[config.mk]
export PLATFORM = sky130hd
export DESIGN_NAME = pulse_stretcher
export DESIGN_NICKNAME = d
export VERILOG_FILES = /design/src/rtl/pulse_stretcher.sv
export SDC_FILE = /design/constraint.sdc
export NUM_CORES = 1
export LEC_CHECK = 0
export ABC_AREA = 0
export CAP_MARGIN = 10
export CELL_PAD_IN_SITES_DETAIL_PLACEMENT = 0
export CELL_PAD_IN_SITES_GLOBAL_PLACEMENT = 1
export CORE_MARGIN = 2
export CORE_UTILIZATION = 30
export CTS_CLUSTER_SIZE = 20
export DETAILED_ROUTE_END_ITERATION = 6
export GPL_ROUTABILITY_DRIVEN = 0
export HOLD_SLACK_MARGIN = 0.12
export PLACE_DENSITY_LB_ADDON = 0.25
export SYNTH_ARGS = -nofsm -noshare
export SYNTH_HDL_FRONTEND = slang
export SYNTH_SLANG_ARGS = --single-unit
[constraint.sdc]
create_clock -name regular_clk -period 3.7 [get_ports regular_clk]
set_input_delay 0.925 -clock regular_clk [delete_from_list [all_inputs] [get_ports regular_clk]]
set_output_delay 0.925 -clock regular_clk [all_outputs]
set_load 0.02 [all_outputs]
[src/rtl/pulse_stretcher.sv]
// pulse_stretcher: turns single-cycle event requests into stretched output
// pulses measured in slow_clk ticks, with a low gap between consecutive
// pulses and a small saturating queue of events that arrived while busy.
// Optional feature: define PULSE_STRETCHER_OVERFLOW_EN to get a sticky
// overflow flag that records dropped events; otherwise overflow is tied low.
//
// slow_clk is a one-cycle tick enable sampled on regular_clk, never a clock.
// Only regular_clk clocks state.
module pulse_stretcher #(
  parameter int HIGH_TICKS = 4,  // ticks held high per event, 1..255
  parameter int GAP_TICKS  = 4   // ticks held low between events, 1..255
) (
  input  logic       regular_clk,
  input  logic       reset,
  input  logic       slow_clk,
  input  logic       event_pulse,
  output logic       output_signal,
  output logic       busy,
  output logic [2:0] pending_count,
  output logic       overflow
);

  typedef enum logic [1:0] {
    ST_IDLE = 2'd0,
    ST_HIGH = 2'd1,
    ST_GAP  = 2'd2
  } state_t;

  state_t     state_q, state_d;
  logic [7:0] tick_q, tick_d;
  logic [2:0] pend_q, pend_d;
  logic       out_q, out_d;
  logic [8:0] tick_inc;
  logic       inc;  // an event wants to join the pending queue this cycle
  logic       dec;  // a pending event starts its pulse this cycle

  assign tick_inc = {1'b0, tick_q} + 9'd1;

  // Next-state and tick counter: IDLE -> HIGH -> GAP -> (HIGH | IDLE)
  always_comb begin
    state_d = state_q;
    tick_d  = tick_q;
    inc     = 1'b0;
    dec     = 1'b0;
    case (state_q)
      ST_IDLE: begin
        // Ticks are ignored here. An event starting straight from an empty
        // queue is never counted; a non-empty queue gives up one entry.
        if (event_pulse || (pend_q != 3'd0)) begin
          state_d = ST_HIGH;
          tick_d  = 8'd0;
          dec     = (pend_q != 3'd0);
          inc     = event_pulse && (pend_q != 3'd0);
        end
      end
      ST_HIGH: begin
        inc = event_pulse;
        if (slow_clk) begin
          if (tick_inc == 9'(HIGH_TICKS)) begin
            state_d = ST_GAP;
            tick_d  = 8'd0;
          end else begin
            tick_d = tick_inc[7:0];
          end
        end
      end
      ST_GAP: begin
        inc = event_pulse;
        if (slow_clk) begin
          if (tick_inc == 9'(GAP_TICKS)) begin
            tick_d = 8'd0;
            // A same-cycle event is queued and immediately consumed.
            if ((pend_q != 3'd0) || event_pulse) begin
              state_d = ST_HIGH;
              dec     = 1'b1;
            end else begin
              state_d = ST_IDLE;
            end
          end else begin
            tick_d = tick_inc[7:0];
          end
        end
      end
      default: begin
        state_d = ST_IDLE;
        tick_d  = 8'd0;
      end
    endcase
  end

  // Pending counter: +1 per queued event (saturating at 7), -1 per start
  always_comb begin
    pend_d = pend_q;
    if (inc && !dec) begin
      if (pend_q != 3'd7) begin
        pend_d = pend_q + 3'd1;
      end
    end else if (dec && !inc && (pend_q != 3'd0)) begin
      pend_d = pend_q - 3'd1;
    end
  end

  // Output level is registered from the next state, so no input reaches the pin
  always_comb begin
    out_d = (state_d == ST_HIGH);
  end

  // State registers; reset aborts any pulse and empties the queue
  always_ff @(posedge regular_clk or posedge reset) begin
    if (reset) begin
      state_q <= ST_IDLE;
      tick_q  <= 8'd0;
      pend_q  <= 3'd0;
      out_q   <= 1'b0;
    end else begin
      state_q <= state_d;
      tick_q  <= tick_d;
      pend_q  <= pend_d;
      out_q   <= out_d;
    end
  end

  assign output_signal = out_q;
  assign busy          = (state_q != ST_IDLE);
  assign pending_count = pend_q;

`ifdef PULSE_STRETCHER_OVERFLOW_EN
  logic ovf_q;
  logic drop;

  assign drop = inc && !dec && (pend_q == 3'd7);

  // Sticky record of any dropped event, cleared only by reset
  always_ff @(posedge regular_clk or posedge reset) begin
    if (reset) begin
      ovf_q <= 1'b0;
    end else if (drop) begin
      ovf_q <= 1'b1;
    end
  end

  assign overflow = ovf_q;
`else
  assign overflow = 1'b0;
`endif

endmodule

# Yosys cells after proc, flatten, opt, wreduce, memory -nomap -nowiden
# Index checks and enable logic that the tools add are counted.
[totals] reg_bits=14 in_bits=4 wordCells=50
[classes] n_addsub=3 n_eq_ne=8 mux=21 reduce_logical=14
[op_table] op="$mux W8" n=3
[op_table] op="$pmux W8 S2" n=1
[op_table] op="$mux W2" n=5
[op_table] op="$add A8 B1 Y9 const B" n=1
[op_table] op="$eq A9 B3 Y1 const B" n=1
[op_table] op="$mux W3" n=3
[op_table] op="$mux W1" n=6
[op_table] op="$pmux W2 S3" n=1
[op_table] op="$eq A2 B1 Y1 const B" n=2
[op_table] op="$logic_and A1 B1 Y1" n=4
[op_table] op="$ne A2 B1 Y1 const B" n=2
[op_table] op="$pmux W1 S2" n=2
[op_table] op="$reduce_and A2 Y1" n=2
[op_table] op="$reduce_bool A2 Y1" n=2
[op_table] op="$add A3 B1 Y3 const B" n=1
[op_table] op="$ne A3 B3 Y1 const B" n=1
[op_table] op="$reduce_bool A3 Y1" n=1
[op_table] op="$sub A3 B1 Y3 const B" n=1
[op_table] op="$eq A2 B2 Y1 const B" n=1
[op_table] op="$logic_not A1 Y1" n=2
[op_table] op="$logic_not A2 Y1" n=1
[op_table] op="$ne A2 B2 Y1 const B" n=1
[op_table] op="$reduce_or A2 Y1" n=1
[op_table] op="$logic_or A1 B1 Y1" n=1

# Longest topological paths before layout
# Gate-level depths: netlist (run 1).
[logic_depth] ltp_word=10 mapped_depth=10 depth_no_buf=10

# Worst setup path after synthesis (run 1)
# Ideal clock, no wire load.
[synth_path] path_kind="input port to flip-flop" startpoint="input event_pulse" endpoint="register pend_q[1] (netlist: pending_count[1])" setup_time_ns=0.130 arrival_time_ns=2.883 t_required_ns=3.570 setup_slack_ns=0.687 cell_stages=7 path_buffers=0 cell_sequence="or4_4 > nand4_1 > nand3_1 > fa_1 > or4_1 > a21oi_1 > a211oi_1"
[synth_between] word_cells_on_any_way=18
[synth_rtl] item="start: declaration" line_no="16" source="input logic event_pulse,"
[synth_rtl] item="$logic_or A1 B1 Y1" line_no="49, 73"
[synth_rtl] item="$mux W1" line_no="73" source="if ((pend_q != 3'd0) || event_pulse) begin"
[synth_rtl] item="$mux W1" line_no="70" source="if (tick_inc == 9'(GAP_TICKS)) begin"
[synth_rtl] item="$mux W1" line_no="69" source="if (slow_clk) begin"
[synth_rtl] item="$pmux W1 S2" line_no="45" source="case (state_q)"
[synth_rtl] item="$logic_not A1 Y1" line_no="94" source="if (inc && !dec) begin"
[synth_rtl] item="$logic_and A1 B1 Y1 *" line_no="94"
[synth_rtl] item="$mux W3 *" line_no="94"
[synth_rtl] item="net pend_d[1]" line_no="31" source="logic [2:0] pend_q, pend_d;"
[synth_rtl] item="end signal: assignment" line_no="118" source="pend_q <= pend_d;"
[synth_rtl] item="end: declaration" line_no="31"
# The timed path passes the listed nets; every way through them passes the cells marked *.
# A chain may end at the register's enable or synchronous reset.

# Worst setup path after layout (run 1)
# Ends and elaborated chain as after synthesis.

==> impl_metrics.tcl, run 1 <==
set metrics [dict create \
    die_width_um 62.3 \
    synth.distinct_cells 44 \
    postCtsSetupBuffers 0 \
    nets 134 \
    grt_max_degree 15 \
    yosysWarnings 0 \
    overflow 0 \
    die-area_um2 3880 \
    area_growth_pct 14.1 \
    insertion_delay_ps 280 \
    detail_route.first_pass.iterations 4 \
    maxSlewHeadroom_pct 59.8 \
    synth_top_cell_by_area "dfrtp_1" \
    holdBufCountCts 0 \
    tns_ps 0 \
    ios 10 \
    hold_viol 0 \
    max_cap_violations 0 \
    vias 909 \
    crit_type "in -> reg" \
    hp-class "reg -> reg" \
    synth_fp_nets 125 \
    setup_viol 0 \
    wl_um 2290 \
    grt_usage_pct 12.7 \
    synthArstFlopShare_pct 100 \
    rsz0062_at_grt "false" \
    ff2ff_setup_slack_ps 750 \
    reg2reg_from "state_q[1]$_DFF_PP0_" \
    drtIter0Drc 21 \
    ys_top_cells_by_count "dfrtp_1, nand2_1, o21ai_0" \
    grt_pass1_vias 882 \
    crit_path_max_fanout 4 \
    antenna_found_initial 0 \
    clock.fmax_mhz 310 \
    antennaDiodeCount 0 \
    antenna_left 0 \
    startpoint "event_pulse" \
    hp-start "tick_q[7]$_DFFE_PP0P_" \
    final-max-slew-violation-count 0 \
    start_kind "input port" \
    syn_inst 115 \
    drive_above_1_share_pct 9.76 \
    ys.flop_type "dfrtp_1" \
    syn_area_um2 1020 \
    core-area_um2 3310 \
    cts-htree-levels 1 \
    start_util_pct 30.8 \
    post_cts_resized 0 \
    worstPathArrival_ps 3390 \
    min_period_ps 3230 \
    synthTopCellsByArea "dfrtp_1, ha_1, o21ai_0" \
    synth_most_common_cell "dfrtp_1" \
    viasPerCell 5.38 \
    worst_pin_slew_ps 598 \
    finalCritPeriodShare_pct 87.3 \
    grt_first_pass_wirelength_um 4070 \
    endpoint_kind "flip-flop" \
    ys_ff_latch 14 \
    synth-edff-count 0 \
    cts_sinks 14 \
    clk_path_buf_depth 2 \
    irDropWorstVdd_mv 0.374 \
    dp_hpwl_um 1730 \
    p_total_mw 1.01 \
    power.leakage_nw 0.505 \
    path_clk_slew_ps 80 \
    numCtsBuffers 3 \
    synth-seq-area-share_pct 34.4 \
    rows 21 \
    ctsRootBufferMaster "clkbuf_4" \
    port_buffers 8 \
    status "finished clean" \
    cp.required_ps 3860 \
    die_h_um 62.3 \
    clock_skew_ps 9.43 \
    avgSynthCellArea_um2 8.87 \
    drc_errors 0 \
    netlist.area_leader.share_pct 34.4 \
    wl_per_cell_um 13.6 \
    hold_ws_ps 498 \
    powerDensity_nw_per_um2 865 \
    tritoncts "done" \
]
final timing paths:
kind / endpoint / cells past startpoint
max: pending_count[1]$_DFFE_PP0P_ / 8
min: tick_q[7]$_DFFE_PP0P_ / 1
max reg2reg: pending_count[1]$_DFFE_PP0P_ / 9
min reg2reg: tick_q[7]$_DFFE_PP0P_ / 1
max in group asynchronous: tick_q[4]$_DFFE_PP0P_ / 2
min in group asynchronous: tick_q[5]$_DFFE_PP0P_ / 2
layout make-up:
type | count | area (um2)
flip-flops and latches | 14 | 350
repair buffers | 9 | 87.6
multi-input cells | 88 | 602
well taps | 46 | 57.6
clock buffers | 4 | 36.3
inverters | 8 | 30.0
fillers | 376 | 2150
cells in the final DEF, fill, tap and decap left out, types with 3 or more instances in the layout:
master           Yosys  layout
dfrtp_1             14      14
nand2_1             10      10
o21ai_0              9       9
inv_1                8       8
clkdlybuf4s50_1      0       8
nand3_1              5       5
a21o_1               5       5
ha_1                 5       5
o31ai_1              4       4
nor2_1               4       4
nor3_1               3       3
nand4_1              3       3
a21oi_1              3       3
clkbuf_4             0       3
flip-flops by register name, summed over array words and instances (netlist names):
| name | flops |
|---|---|
| output_signal | 1 |
| pending_count | 3 |
| state_q | 2 |
| tick_q | 8 |
power breakdown:
| part | switching (mW) | internal, mW |
|---|---|---|
| registers | 0.0758 | 0.199 |
| logic | 0.341 | 0.278 |
| clock network | 0.0528 | 0.0599 |
worst max-delay path, cell delays in order:
cell and delay, ps:
clkdlybuf4s50_1 420, or4_4 430, nand4_1 130, nand3_1 170
fa_1 550, or4_1 530, a21oi_1 160, a211oi_1 60
per-layer routing:
layer | routed length (um) | up-vias | GRT usage, %
li1 | - | 446 | -
met1 | 1080 | 438 | 16.8
met2 | 1080 | 21 | 21.2
met3 | 102 | 4 | 2.72
met4 | 27 | 0 | 3.33
met5 | 0 | - | 0
cell families after synthesis:
group,share of synthesized area [%]
compound gates,26.6
fa+ha+maj,8.10
buf+inv,6.63
flops,34.4
other cells,0.368
simple gates,23.9
per-stage QoR:
stage,cells,setup WS [ps],area [um2],util [%]
2_1_floorplan,115,687,1020,-
3_3_place_gp,165,225,1130,34.1
3_5_place_dp,165,196,1130,34.1
4_1_cts,169,496,1160,35.1
5_1_grt,169,319,1160,35.1
6_report,169,472,1160,35.1
(Power assumes the default switching activity.)
==> run 2, diff against run 1 <==
--- a/config.mk
+++ b/config.mk
@@ -9,13 +9,15 @@
 export CAP_MARGIN = 10
 export CELL_PAD_IN_SITES_DETAIL_PLACEMENT = 0
 export CELL_PAD_IN_SITES_GLOBAL_PLACEMENT = 1
+export CORE_ASPECT_RATIO = 1.1
 export CORE_MARGIN = 2
-export CORE_UTILIZATION = 30
+export CORE_UTILIZATION = 42
 export CTS_CLUSTER_SIZE = 20
 export DETAILED_ROUTE_END_ITERATION = 6
 export GPL_ROUTABILITY_DRIVEN = 0
 export HOLD_SLACK_MARGIN = 0.12
 export PLACE_DENSITY_LB_ADDON = 0.25
+export SETUP_SLACK_MARGIN = 0.3
 export SYNTH_ARGS = -nofsm -noshare
 export SYNTH_HDL_FRONTEND = slang
 export SYNTH_SLANG_ARGS = --single-unit
==> run 2 against run 1 <==
Against the previous run: core utilization up 15 points; first-iteration DRC count is the same; clock skew is 3.0 ps lower; global-route usage rose by 3.7 points; critical path depth is the same; sequential share of layout area up 0.53 points; sequential power about the same; setup slack better by 5.2 ps; routed wire length fell by 12%; worst hold slack improved by 13 ps; total power down 1.7%; critical path type unchanged; largest cell class unchanged; largest power group unchanged.
==> impl_metrics.tcl, run 2 (synthesized netlist as in run 1, its figures left out) <==
set metrics [dict create \
    status "finished clean" \
    placed_area_um2 1110 \
    largest_reg_flops 8 \
    start_util_pct 44.8 \
    port_buffers 8 \
    reg2reg_from "state_q[1]$_DFF_PP0_" \
    antennaDiodeCount 0 \
    min_period_ps 3220 \
    wl_um 2020 \
    p_total_mw 0.989 \
    power.leakage_nw 0.505 \
    crit_type "in -> reg" \
    ios 10 \
    holdPathEnd "tick_q[7]$_DFFE_PP0P_" \
    hp-class "reg -> reg" \
    path_clk_slew_ps 90 \
    cp.required_ps 3870 \
    path_cells "clkdlybuf4s50_1 > or4_4 > nand4_1 > nand3_1 > fa_1 > or4_1 > a21oi_1 > a211oi_1" \
    area_growth_pct 12.1 \
    fin_area_um2 1140 \
    dp.cells 149 \
    postCtsSetupBuffers 0 \
    crit_path_max_fanout 4 \
    holdBufCountCts 0 \
    finalNonFillerCells 153 \
    post_cts_resized 0 \
    ctsRootBufferMaster "clkbuf_4" \
    max_cap_violations 0 \
    final-max-slew-violation-count 0 \
    vias 875 \
    grt_max_degree 15 \
    drc_errors 0 \
    r2r_end "pending_count[1]$_DFFE_PP0P_" \
    grt_usage_pct 16.4 \
    cts-htree-levels 1 \
    r2r_cells 9 \
    wl_per_cell_um 13.2 \
    numCtsBuffers 3 \
    antenna_left 0 \
    clock.fmax_mhz 310 \
    setup_viol 0 \
    crit_slowest_cell "fa_1" \
    die_h_um 55.7 \
    hp-start "tick_q[7]$_DFFE_PP0P_" \
    viasPerCell 5.72 \
    rsz0062_at_grt "false" \
    ff2ff_setup_slack_ps 780 \
    die_width_um 51.0 \
    holdPathStages 1 \
    drive_above_1_share_pct 9.76 \
    worstPathArrival_ps 3400 \
    maxSlewHeadroom_pct 62.9 \
    detail_route.first_pass.iterations 4 \
    clock_skew_ps 6.48 \
    tns_ps 0 \
    dp_hpwl_um 1460 \
    worst_pin_slew_ps 552 \
    tritoncts "done" \
    rows 18 \
    powerDensity_nw_per_um2 865 \
    slowest_delay_ps 550 \
    overflow 0 \
    endpoint_kind "flip-flop" \
    cts_sinks 14 \
    regMostFlops "tick_q" \
    grt_first_pass_wirelength_um 3640 \
    clk_path_buf_depth 2 \
    final_cell_mix "dfrtp_1, nand2_1, o21ai_0, inv_1, clkdlybuf4s50_1" \
    grt_pass1_vias 832 \
    start_kind "input port" \
    final_common_cell "dfrtp_1" \
    finalCritPeriodShare_pct 87.1 \
    nets 134 \
    antenna_found_initial 0 \
    irDropWorstVdd_mv 0.467 \
    die-area_um2 2840 \
    core-area_um2 2270 \
    drtIter0Drc 21 \
    hold_viol 0 \
    insertion_delay_ps 290 \
]
[run 2: cell counts in the layout (fill, tap and decap cells not counted)]
Identical to the previous run, type by type.
[run 2: power by group]
part / total (mW) / switching (mW) / leakage, nW / internal (mW)
sequential: 0.273 / 0.0730 / 0.184 / 0.200
clock: 0.115 / 0.0550 / 0.0210 / 0.0599
combinational: 0.602 / 0.325 / 0.300 / 0.277
total: 0.989 / 0.453 / 0.505 / 0.537
[run 2: worst max-delay path: cells and delay by family]
kind | cells | cell delay, ps
simple gates | 4 | 1270
fa+ha+maj | 1 | 550
buf+inv | 1 | 430
compound gates | 2 | 230
[run 2: routing by layer]
layer / vias up / routed length [um] / part of all wire [%] / track usage [%]
met3: 4 / 44 / 2.2 / 3.23
met4: 0 / 34 / 1.7 / 6.18
li1: 445 / - / - / -
met5: - / 0 / 0 / 0
met2: 13 / 922 / 46 / 24.1
met1: 413 / 1020 / 50 / 23.5
[run 2: worst max path at each step]
stage,from,endpoint,slack (ps),cells after the start
6_report,event_pulse,pending_count[1]$_DFFE_PP0P_,480,8
5_1_grt,event_pulse,pending_count[1]$_DFFE_PP0P_,330,8
4_1_cts,event_pulse,pending_count[1]$_DFFE_PP0P_,500,8
3_5_place_dp,event_pulse,pending_count[1]$_DFFE_PP0P_,180,8
3_3_place_gp,event_pulse,pending_count[1]$_DFFE_PP0P_,230,8
2_1_floorplan,event_pulse,pending_count[1]$_DFFE_PP0P_,690,7
[run 2: stage by stage]
stage | hold slack [ps] | setup slack [ps] | utilization (%)
floorplan | 454 | 687 | -
global placement | 487 | 231 | 48.7
detailed placement | 492 | 184 | 48.7
CTS | 506 | 504 | 50.3
global route | 558 | 330 | 50.3
finish | 512 | 477 | 50.3
[run 2: layout make-up]
class / instances / area, um2
Multi-Input combinational cell: 88 / 602
Tap cell: 30 / 37.5
Timing Repair Buffer: 9 / 87.6
Inverter: 8 / 30.0
Sequential cell: 14 / 350
Fill cell: 215 / 1130
Clock buffer: 4 / 36.3
